`src/rtl/light_color_vote_ctrl.sv`:
```
// rtl/light_color_vote_ctrl.sv - frame-level red/green vote counter, candidate picker and debouncer
//
// Purpose: counts ROI-gated, saturation/value-gated classifier votes per frame,
// picks a frame candidate at frame end and debounces it into light_state.
//
// Ports:
//   clk, reset              pixel clock, synchronous active-high reset
//   frame_start, frame_end  one-cycle frame delimiters
//   pixel_valid, x_pixel, y_pixel, r_g_decision, s_data, v_data
//                           per-pixel classifier results
//   light_state             debounced state: 0 red, 1 green, 2 none
//   state_change            one-cycle pulse when light_state changes
//   decision_valid          one-cycle pulse when a frame decision completes
//   red_votes, green_votes  final counts of the last completed frame
//                           (only when LIGHT_VOTE_STATS_EN is defined)
//
// Optional feature macro: LIGHT_VOTE_STATS_EN

module light_color_vote_ctrl #(
    parameter int X_MIN      = 0,
    parameter int X_MAX      = 319,
    parameter int Y_MIN      = 0,
    parameter int Y_MAX      = 239,
    parameter int S_MIN      = 64,
    parameter int V_MIN      = 64,
    parameter int PIX_THRESH = 200,
    parameter int DEBOUNCE   = 3,
    parameter int CNT_W      = 17
) (
    input  logic             clk,
    input  logic             reset,
    input  logic             frame_start,
    input  logic             frame_end,
    input  logic             pixel_valid,
    input  logic [9:0]       x_pixel,
    input  logic [8:0]       y_pixel,
    input  logic [1:0]       r_g_decision,
    input  logic [7:0]       s_data,
    input  logic [7:0]       v_data,
    output logic [1:0]       light_state,
    output logic             state_change,
    output logic             decision_valid
`ifdef LIGHT_VOTE_STATS_EN
    ,
    output logic [CNT_W-1:0] red_votes,
    output logic [CNT_W-1:0] green_votes
`endif
);

    typedef enum logic [1:0] {
        WAIT_FRAME,
        ACCUM,
        DECIDE,
        UPDATE
    } state_t;

    localparam logic [1:0] COL_RED   = 2'd0;
    localparam logic [1:0] COL_GREEN = 2'd1;
    localparam logic [1:0] COL_NONE  = 2'd2;

    localparam int               SW     = $clog2(DEBOUNCE + 1);
    localparam logic [SW-1:0]    DB     = SW'(DEBOUNCE);
    localparam logic [CNT_W-1:0] THRESH = CNT_W'(PIX_THRESH);
    localparam logic [CNT_W-1:0] CNT_MAX = {CNT_W{1'b1}};

    state_t            state;
    logic [CNT_W-1:0]  red_cnt;
    logic [CNT_W-1:0]  green_cnt;
    logic [1:0]        cand;
    logic [1:0]        prev_cand;
    logic [SW-1:0]     stable_cnt;

    logic              pix_vote;
    logic              red_vote;
    logic              green_vote;
    logic [CNT_W-1:0]  red_inc;
    logic [CNT_W-1:0]  green_inc;
    logic [SW-1:0]     stable_next;

    // Signed int comparisons keep the gate well-formed when a bound is 0.
    always_comb begin
        pix_vote = pixel_valid
                && (int'(x_pixel) >= X_MIN) && (int'(x_pixel) <= X_MAX)
                && (int'(y_pixel) >= Y_MIN) && (int'(y_pixel) <= Y_MAX)
                && (int'(s_data)  >= S_MIN) && (int'(v_data)  >= V_MIN);
        red_vote   = pix_vote && (r_g_decision == COL_RED);
        green_vote = pix_vote && (r_g_decision == COL_GREEN);
    end

    // Saturating increments: a full counter holds its value.
    assign red_inc   = (red_cnt   == CNT_MAX) ? red_cnt   : red_cnt   + 1'b1;
    assign green_inc = (green_cnt == CNT_MAX) ? green_cnt : green_cnt + 1'b1;

    // Run length of the current candidate, clamped at DEBOUNCE.
    always_comb begin
        stable_next = SW'(1);
        if (cand == prev_cand) begin
            stable_next = (stable_cnt >= DB) ? DB : stable_cnt + 1'b1;
        end
    end

    always_ff @(posedge clk) begin
        if (reset) begin
            state          <= WAIT_FRAME;
            red_cnt        <= '0;
            green_cnt      <= '0;
            cand           <= COL_NONE;
            prev_cand      <= COL_NONE;
            stable_cnt     <= '0;
            light_state    <= COL_NONE;
            state_change   <= 1'b0;
            decision_valid <= 1'b0;
`ifdef LIGHT_VOTE_STATS_EN
            red_votes      <= '0;
            green_votes    <= '0;
`endif
        end else begin
            state_change   <= 1'b0;
            decision_valid <= 1'b0;
            case (state)
                WAIT_FRAME: begin
                    if (frame_start) begin
                        red_cnt   <= '0;
                        green_cnt <= '0;
                        state     <= ACCUM;
                    end
                end
                ACCUM: begin
                    if (frame_start && !frame_end) begin
                        // Restart: partial counts dropped, this cycle's pixel seeds the new frame.
                        red_cnt   <= {{(CNT_W-1){1'b0}}, red_vote};
                        green_cnt <= {{(CNT_W-1){1'b0}}, green_vote};
                    end else begin
                        if (red_vote)   red_cnt   <= red_inc;
                        if (green_vote) green_cnt <= green_inc;
                        if (frame_end)  state     <= DECIDE;
                    end
                end
                DECIDE: begin
                    if (red_cnt >= THRESH && red_cnt > green_cnt) begin
                        cand <= COL_RED;
                    end else if (green_cnt >= THRESH && green_cnt > red_cnt) begin
                        cand <= COL_GREEN;
                    end else begin
                        cand <= COL_NONE;
                    end
                    state <= UPDATE;
                end
                UPDATE: begin
                    prev_cand      <= cand;
                    stable_cnt     <= stable_next;
                    decision_valid <= 1'b1;
                    if (stable_next >= DB && cand != light_state) begin
                        light_state  <= cand;
                        state_change <= 1'b1;
                    end
`ifdef LIGHT_VOTE_STATS_EN
                    red_votes   <= red_cnt;
                    green_votes <= green_cnt;
`endif
                    state <= WAIT_FRAME;
                end
                default: state <= WAIT_FRAME;
            endcase
        end
    end

endmodule

```
`config.mk`:
```
export PLATFORM = sky130hd
export DESIGN_NAME = light_color_vote_ctrl
export DESIGN_NICKNAME = d
export VERILOG_FILES = /design/src/rtl/light_color_vote_ctrl.sv
export SDC_FILE = /design/constraint.sdc
export NUM_CORES = 1
export LEC_CHECK = 0
export CAP_MARGIN = 40
export CORE_ASPECT_RATIO = 0.7
export CORE_MARGIN = 3
export CORE_UTILIZATION = 50
export CTS_CLUSTER_DIAMETER = 80
export DETAILED_ROUTE_END_ITERATION = 12
export GPL_TIMING_DRIVEN = 0
export PLACE_DENSITY = 0.76
export SLEW_MARGIN = 20
export SYNTH_ARGS = -nofsm -noshare
export SYNTH_HDL_FRONTEND = slang
export SYNTH_SLANG_ARGS = --single-unit
```
`constraint.sdc`:
```
create_clock -name clk -period 7 [get_ports clk]
set_clock_uncertainty 0.1 [all_clocks]
set_input_delay 1.4 -clock clk [delete_from_list [all_inputs] [get_ports clk]]
set_output_delay 1.4 -clock clk [all_outputs]
set_load 0.1 [all_outputs]
```
==> results of run 1 <==
-- placed cells by master (no fill, tap or decap), types with 2 or more instances in the layout --
master and instances:
o31ai_1 2, clkdlybuf4s50_1 23, o21ai_1 3, and4_1 7, dfxtp_1 46, buf_8 4, nor3_1 15, nor2b_1 4
clkbuf_1 8, buf_4 3, xnor2_1 11, a21oi_1 31, a31oi_1 4, nand3b_1 4, nand2_1 27, and3_1 10
o21ai_0 16, a311oi_1 2, nand2b_1 2, nand3_1 19, mux2i_1 6, or4_1 2, xor2_1 2, or3_1 2
ha_1 27, a21oi_2 2, nor4_1 4, nor2_1 31, and2_1 3, nor3_4 2, a41oi_1 5, clkbuf_8 5
a21o_1 3, nand4_1 14, inv_1 28
-- layer usage --
metal  global-route usage (%)  vias up  part of all wire [%]
li1                         -     1385                     -
met1                    34.55     1284                    47
met2                    33.79      145                    42
met3                    5.729       12                   9.7
met4                    7.009        0                  0.99
met5                        0        -                     0
-- layout make-up --
class                      count  area [um2]  share of cell area [%]
inverter                      28       105.1                   3.085
timing repair buffer          28       297.8                   8.740
sequential                    46       920.9                   27.03
clock buffer                   5       68.82                   2.020
buffer                        12       53.80                   1.579
clock inverter                 3       43.79                   1.285
multi-input combinational    276        1827                   53.62
tap                           72       90.09                   2.644
-- registers in the layout, indices dropped and copies added (netlist names) --
name and flops:
green_cnt 17, red_cnt 17, cand 2, light_state 2
prev_cand 2, stable_cnt 2, state 2, decision_valid 1
state_change 1
-- critical path: cells and delay by family --
family | cells | cell delay [ns]
buffers and inverters | 3 | 1.18
AO/OA/AOI/OAI | 1 | 0.45
AND/OR/NAND/NOR | 3 | 0.36
-- power by group --
group / internal, W / switching (W) / total [W]
registers: 0.000274 / 0.0000144 / 0.000288
clock network: 0.000107 / 0.000103 / 0.000210
logic: 0.0000884 / 0.000176 / 0.000265
-- kinds of logic (layout without fill, tap and decap cells) --
| logic type | after synthesis | after routing |
|---|---|---|
| and+or+nand+nor | 150 | 150 |
| AOI/OAI and AO/OA | 80 | 80 |
| DFF | 46 | 46 |
| buffers and inverters | 40 | 76 |
| adders and majority gates | 27 | 27 |
| xor gates and xnor gates | 13 | 13 |
| muxes | 6 | 6 |
-- stage by stage --
step           hold WS (ns)  setup slack [ns]
2_1_floorplan        0.3449             4.010
3_3_place_gp         0.3751             3.100
3_5_place_dp         0.3857             2.989
4_1_cts              0.4025             3.319
5_1_grt              0.4115             3.502
6_report             0.4066             3.681
-- how the worst max path moves through the flow --
stage                      from            to  cells past startpoint
global placement    frame_start  green_cnt[5]                      7
global route        frame_start   red_cnt[13]                      7
CTS                 frame_start  green_cnt[5]                      7
finish              frame_start  green_cnt[5]                      7
detailed placement  frame_start  green_cnt[5]                      7
floorplan            x_pixel[9]   red_cnt[15]                      7
==> impl_metrics.csv, run 1 <==
group,metric,value,unit
sta,finalMaxSlewViolations,0,
layout,nFillCells,487,
drt,wl_per_cell,16.69,um
logic_synthesis,synth.distinct_cells,50,
logic_synthesis,post-synth-top-area-cell,"dfxtp_1",
sta,rsz0062_at_grt,"no",
logic_synthesis,synthFlopType,"dfxtp_1",
clocking,post_cts_buffers,0,
power,p_leak,1.254,nW
logic_synthesis,synth_compound_area_share,17.13,%
logic_synthesis,synthCells,362,
floorplan,placementRows,22,
placed_design,port-buffer-count,23,
layout,finalNetCount,466,
setup_path,ff2ff_setup_slack,4.01,ns
setup_path,crit_required,7.09,ns
clocking,clock-sinks,46,
drt,vias,2826,
grt,grt.total_usage,23.55,%
run_status,status,"completed",
drt,wl,7843,um
sta,fin_crit_sh,47.41,%
sta,setup_violations,0,
clocking,clock-root-buffer,"clkbuf_8",
job,max_cap_viol_count,0,
layout,final_layout_size_suffix_gt1_share,5.779,%
setup_path,worst_setup_path_start_kind,"primary input",
placed_design,place_inst,461,
hold_path,min_path_type,"reg2reg",
setup_path,worstReg2RegStart,"green_cnt[4]",
grt,grt_pass1_vias,2665,
clocking,insertion_delay,0.31,ns
hold_path,whs_path_depth,2,
setup_path,crit_fanout,10,
placed_design,dp_hpwl,5940,um
logic_synthesis,synth-edff-count,0,
floorplan,dieArea,6779,um2
logic_synthesis,synth.avg_cell_area,8.029,um2
floorplan,start_util,53.60,%
sta,slew_headroom,55.65,%
setup_path,crit_arrival,3.41,ns
logic_synthesis,synth_seq_cells,46,
floorplan,die_width,97.13,um
logic_synthesis,netlist_top_cells_count,"46 x dfxtp_1, 31 x a21oi_1, 31 x nor2_1, 28 x inv_1",
clocking,ctsHoldBuffers,0,
sta,min_period,3.319,ns
clocking,cts_tree,"built",
drt,vias_per_cell,6.013,
layout,design_area,3407,um2
logic_synthesis,synth_top_area_share,31.68,%
clocking,post_cts_resize_count,0,
grt,overflow,0,
logic_synthesis,synth-simple-area-share,28.11,%
floorplan,io_pins,46,
clocking,cts_htree_levels,2,
setup_path,r2r-end,"green_cnt[14]",
setup_path,slowest_stage,"clkdlybuf4s50_1",
sta,finalHoldViolations,0,
layout,post-route-util,62.83,%
setup_path,cpMostUsedCell,"clkbuf_1",
hold_path,hp-start,"red_cnt[14]",
layout,area_delta_synth_final,17.22,%
layout,num_antenna_cells,0,
hold_path,hold_end,"red_cnt[14]",
setup_path,max_stage_delay,0.52,ns
grt,grt_first_pass_wirelength,13080,um
drt,firstDrtPassIters,5,
drt,drt-initial-drc-count,343,
power,pwr_density_cell,224.0,nW/um2
logic_synthesis,ys_seq_area_share,31.68,%
logic_synthesis,yosysWarnings,0,
grt,antenna_found_initial,0,
sta,max_freq,0.3013,GHz
logic_synthesis,muxShareOfSynthArea,2.066,%
logic_synthesis,synthArstFlopShare,0,%
logic_synthesis,synth.most_common_cell,"dfxtp_1",
drt,drc,0,
logic_synthesis,synth_top_family_by_area,"simple AND/OR/NAND/NOR gates",
sta,finalSetupTns,0,ns
setup_path,reg2regPathDepth,12,
setup_path,crit_type,"in2reg",
power,power,0.0007631,W
clocking,clock_path_buffers,2,
logic_synthesis,netlist_area,2907,um2
floorplan,core-area,5423,um2
setup_path,crit_path_end_kind,"register",
clocking,numCtsBuffers,5,
layout,final_cells,470,
floorplan,die_h,69.79,um
placed_design,gp_congestion,0.9088,
power,irDropWorstVdd,0.1091,mV
logic_synthesis,synth.top_cells.by_area,"dfxtp_1 32%, ha_1 12%, a21oi_1 5.3%, nor2_1 4.0%, inv_1 3.6%",
logic_synthesis,syn_nets,431,
placed_design,dpl_cell_area,3287,um2
grt,grt_max_degree,16,
sta,tightest_slew,0.6653,ns
clocking,path_clk_slew,0.10,ns
logic_synthesis,yosys.area_share.xor_xnor,3.917,%
setup_path,path_cells,"clkdlybuf4s50_1 > nand2b_1 > and2_1 > clkbuf_1 > o21ai_1 > clkbuf_1 > nor2_1",
drt,ant_nets,0,
logic_synthesis,synthAdderAreaFrac,11.62,%
Power figures use the tool's default switching activity.
==> inputs of run 2 (changes only) <==
- CORE_UTILIZATION: 50 -> 49
- PLACE_DENSITY: 0.76 -> 0.78
- clock period: 7 -> 2.8 ns (I/O delays scaled with it)
==> run 2 against run 1 <==
Against the previous run:
- critical path depth up 5
- sequential cell count unchanged
- highest routed layer unchanged
- first-iteration DRC count down 56%
- critical endpoint is now green_cnt[14]
- critical path type is now reg2reg
==> impl_metrics.csv, run 2 (synthesis gave the netlist of run 1 again) <==
group,metric,value,unit
run_status,status,"completed",
setup_path,critPathCapture,"green_cnt[14]",
sta,setup_ws,0.06178,ns
sta,max_freq,0.3652,GHz
floorplan,start_util,53.06,%
setup_path,worst_setup_path_start_kind,"register",
drt,firstDrtPassIters,5,
floorplan,placementRows,22,
power,power.internal,0.001101,W
drt,drc,0,
setup_path,worstReg2RegStart,"green_cnt[10]",
job,max_cap_viol_count,0,
hold_path,min_path_type,"reg2reg",
sta,fin_crit_sh,97.79,%
layout,num_antenna_cells,0,
clocking,insertion_delay,0.30,ns
placed_design,port-buffer-count,23,
layout,largestRegisters,"green_cnt: 17 flops, red_cnt: 17 flops",
grt,overflow,0,
setup_path,crit_path_end_kind,"register",
layout,final_common_cell,"dfxtp_1",
sta,hold_slack,0.3817,ns
grt,grt_first_pass_wirelength,12650,um
power,p_leak,1.292,nW
layout,final_cell_mix,"37 x dfxtp_1, 31 x nor2_1, 31 x a21oi_1",
setup_path,crit_start,"green_cnt[10]",
placed_design,dpl_cell_area,3287,um2
placed_design,gp_congestion,0.9826,
layout,nFillCells,489,
sta,min_period,2.738,ns
setup_path,crit_type,"reg2reg",
power,combPwrFrac,37.2,%
power,pwr-share-seq,39.1,%
power,pwr_density_cell,524.1,nW/um2
floorplan,die_h,70.44,um
grt,grt_max_degree,14,
grt,antenna_found_initial,0,
layout,finalNetCount,470,
setup_path,r2r-end,"green_cnt[14]",
sta,tightest_slew,0.6291,ns
grt,grt.total_usage,22.48,%
layout,seqCellArea,947.2,um2
clocking,clock-sinks,46,
placed_design,dp_hpwl,5963,um
clocking,path_clk_slew,0.09,ns
layout,area_delta_synth_final,19.72,%
sta,finalMaxSlewViolations,0,
drt,wl,7927,um
sta,finalSetupTns,0,ns
sta,setup_violations,0,
power,irDropWorstVdd,0.4151,mV
clocking,cts_tree,"built",
floorplan,die_width,98.06,um
layout,final_layout_size_suffix_gt1_share,10.20,%
floorplan,core-area,5478,um2
setup_path,crit_fanout,10,
sta,finalHoldViolations,0,
setup_path,crit_arrival,2.84,ns
clocking,ctsHoldBuffers,0,
clocking,numCtsBuffers,5,
drt,drt-initial-drc-count,150,
drt,ant_nets,0,
sta,slew_headroom,58.06,%
setup_path,crit_required,2.90,ns
layout,multiInputGateArea,1861,um2
power,p_sw_share,39.64,%
clocking,cts_htree_levels,2,
setup_path,reg2regPathDepth,12,
grt,grt_pass1_vias,2615,
drt,vias,2873,
clocking,clock_path_buffers,2,
drt,vias_per_cell,6.061,
floorplan,io_pins,46,
floorplan,dieArea,6907,um2
power,power,0.001824,W
power,p_sw,0.0007228,W
placed_design,place_ws,-0.2654,ns
drt,wl_per_cell,16.72,um
clocking,clock-root-buffer,"clkbuf_8",
layout,design_area,3480,um2
power,power_frac_clock,23.8,%
setup_path,ff2ff_setup_slack,0.06,ns
sta,rsz0062_at_grt,"yes",
run 2: changes by cell type in the layout (fill, tap and decap cells not counted), moves of 3 or more:
cell	delta
dfxtp_4	+6
dfxtp_1	-9
dfxtp_2	+3
buf_4	+5
run 2: how the worst min path moves through the flow:
stage / start / slack, ns / depth (start not counted) / end
floorplan: red_cnt[14] / 0.34 / 2 / red_cnt[14]
global placement: red_cnt[14] / 0.36 / 2 / red_cnt[14]
global route: stable_cnt[0] / 0.41 / 2 / stable_cnt[0]
CTS: red_cnt[14] / 0.39 / 2 / red_cnt[14]
finish: red_cnt[14] / 0.38 / 2 / red_cnt[14]
detailed placement: red_cnt[14] / 0.38 / 2 / red_cnt[14]
run 2: repair_timing:
item | CTS | global route
endpoints found under the setup margin | 9 | 26
endpoints found under the hold margin | 0 | 0
buffers inserted | 5 | 1
gates resized for setup | 13 | 9
pin swaps | 4 | 2
run 2: area by class of cell:
type,count,area share [%]
Sequential cell,46,27.22
Timing Repair Buffer,33,9.637
Clock inverter,1,0.1438
Buffer,11,1.438
Tap cell,72,2.589
Clock buffer,7,2.481
Inverter,28,3.020
Multi-Input combinational cell,276,53.47
run 2: worst max-delay path, cell delays in order, from the launching register on:
cell,delay [ns]
dfxtp_4,0.40
inv_1,0.07
nor4_4,0.31
nand4_1,0.16
nor2_1,0.16
ha_2,0.21
nand2b_1,0.13
nor2_1,0.07
a21o_1,0.19
buf_4,0.17
and2_1,0.21
and4_1,0.22
o221a_1,0.22
run 2: power groups by stage:
stage	logic, W	clock network [W]	registers, W
detailed placement	0.000645	0	0.000733
floorplan	0.000435	0	0.000734
finish	0.000678	0.000433	0.000713
global route	0.000732	0.000458	0.000717
CTS	0.000648	0.000435	0.000714
global placement	0.000626	0	0.000731
run 2: per-stage QoR:
step           cells  util (%)
3_5_place_dp     461     60.00
2_1_floorplan    362         -
3_3_place_gp     457     58.91
6_report         474     63.52
5_1_grt          474     63.52
4_1_cts          473     62.81
run 2: layer usage:
layer / GRT usage [%] / vias to the layer above / share of wire [%]
li1: - / 1391 / -
met4: 5.837 / 0 / 0.38
met3: 5.589 / 4 / 8.7
met2: 33.56 / 140 / 43
met5: 0 / - / 0
met1: 32.16 / 1338 / 47
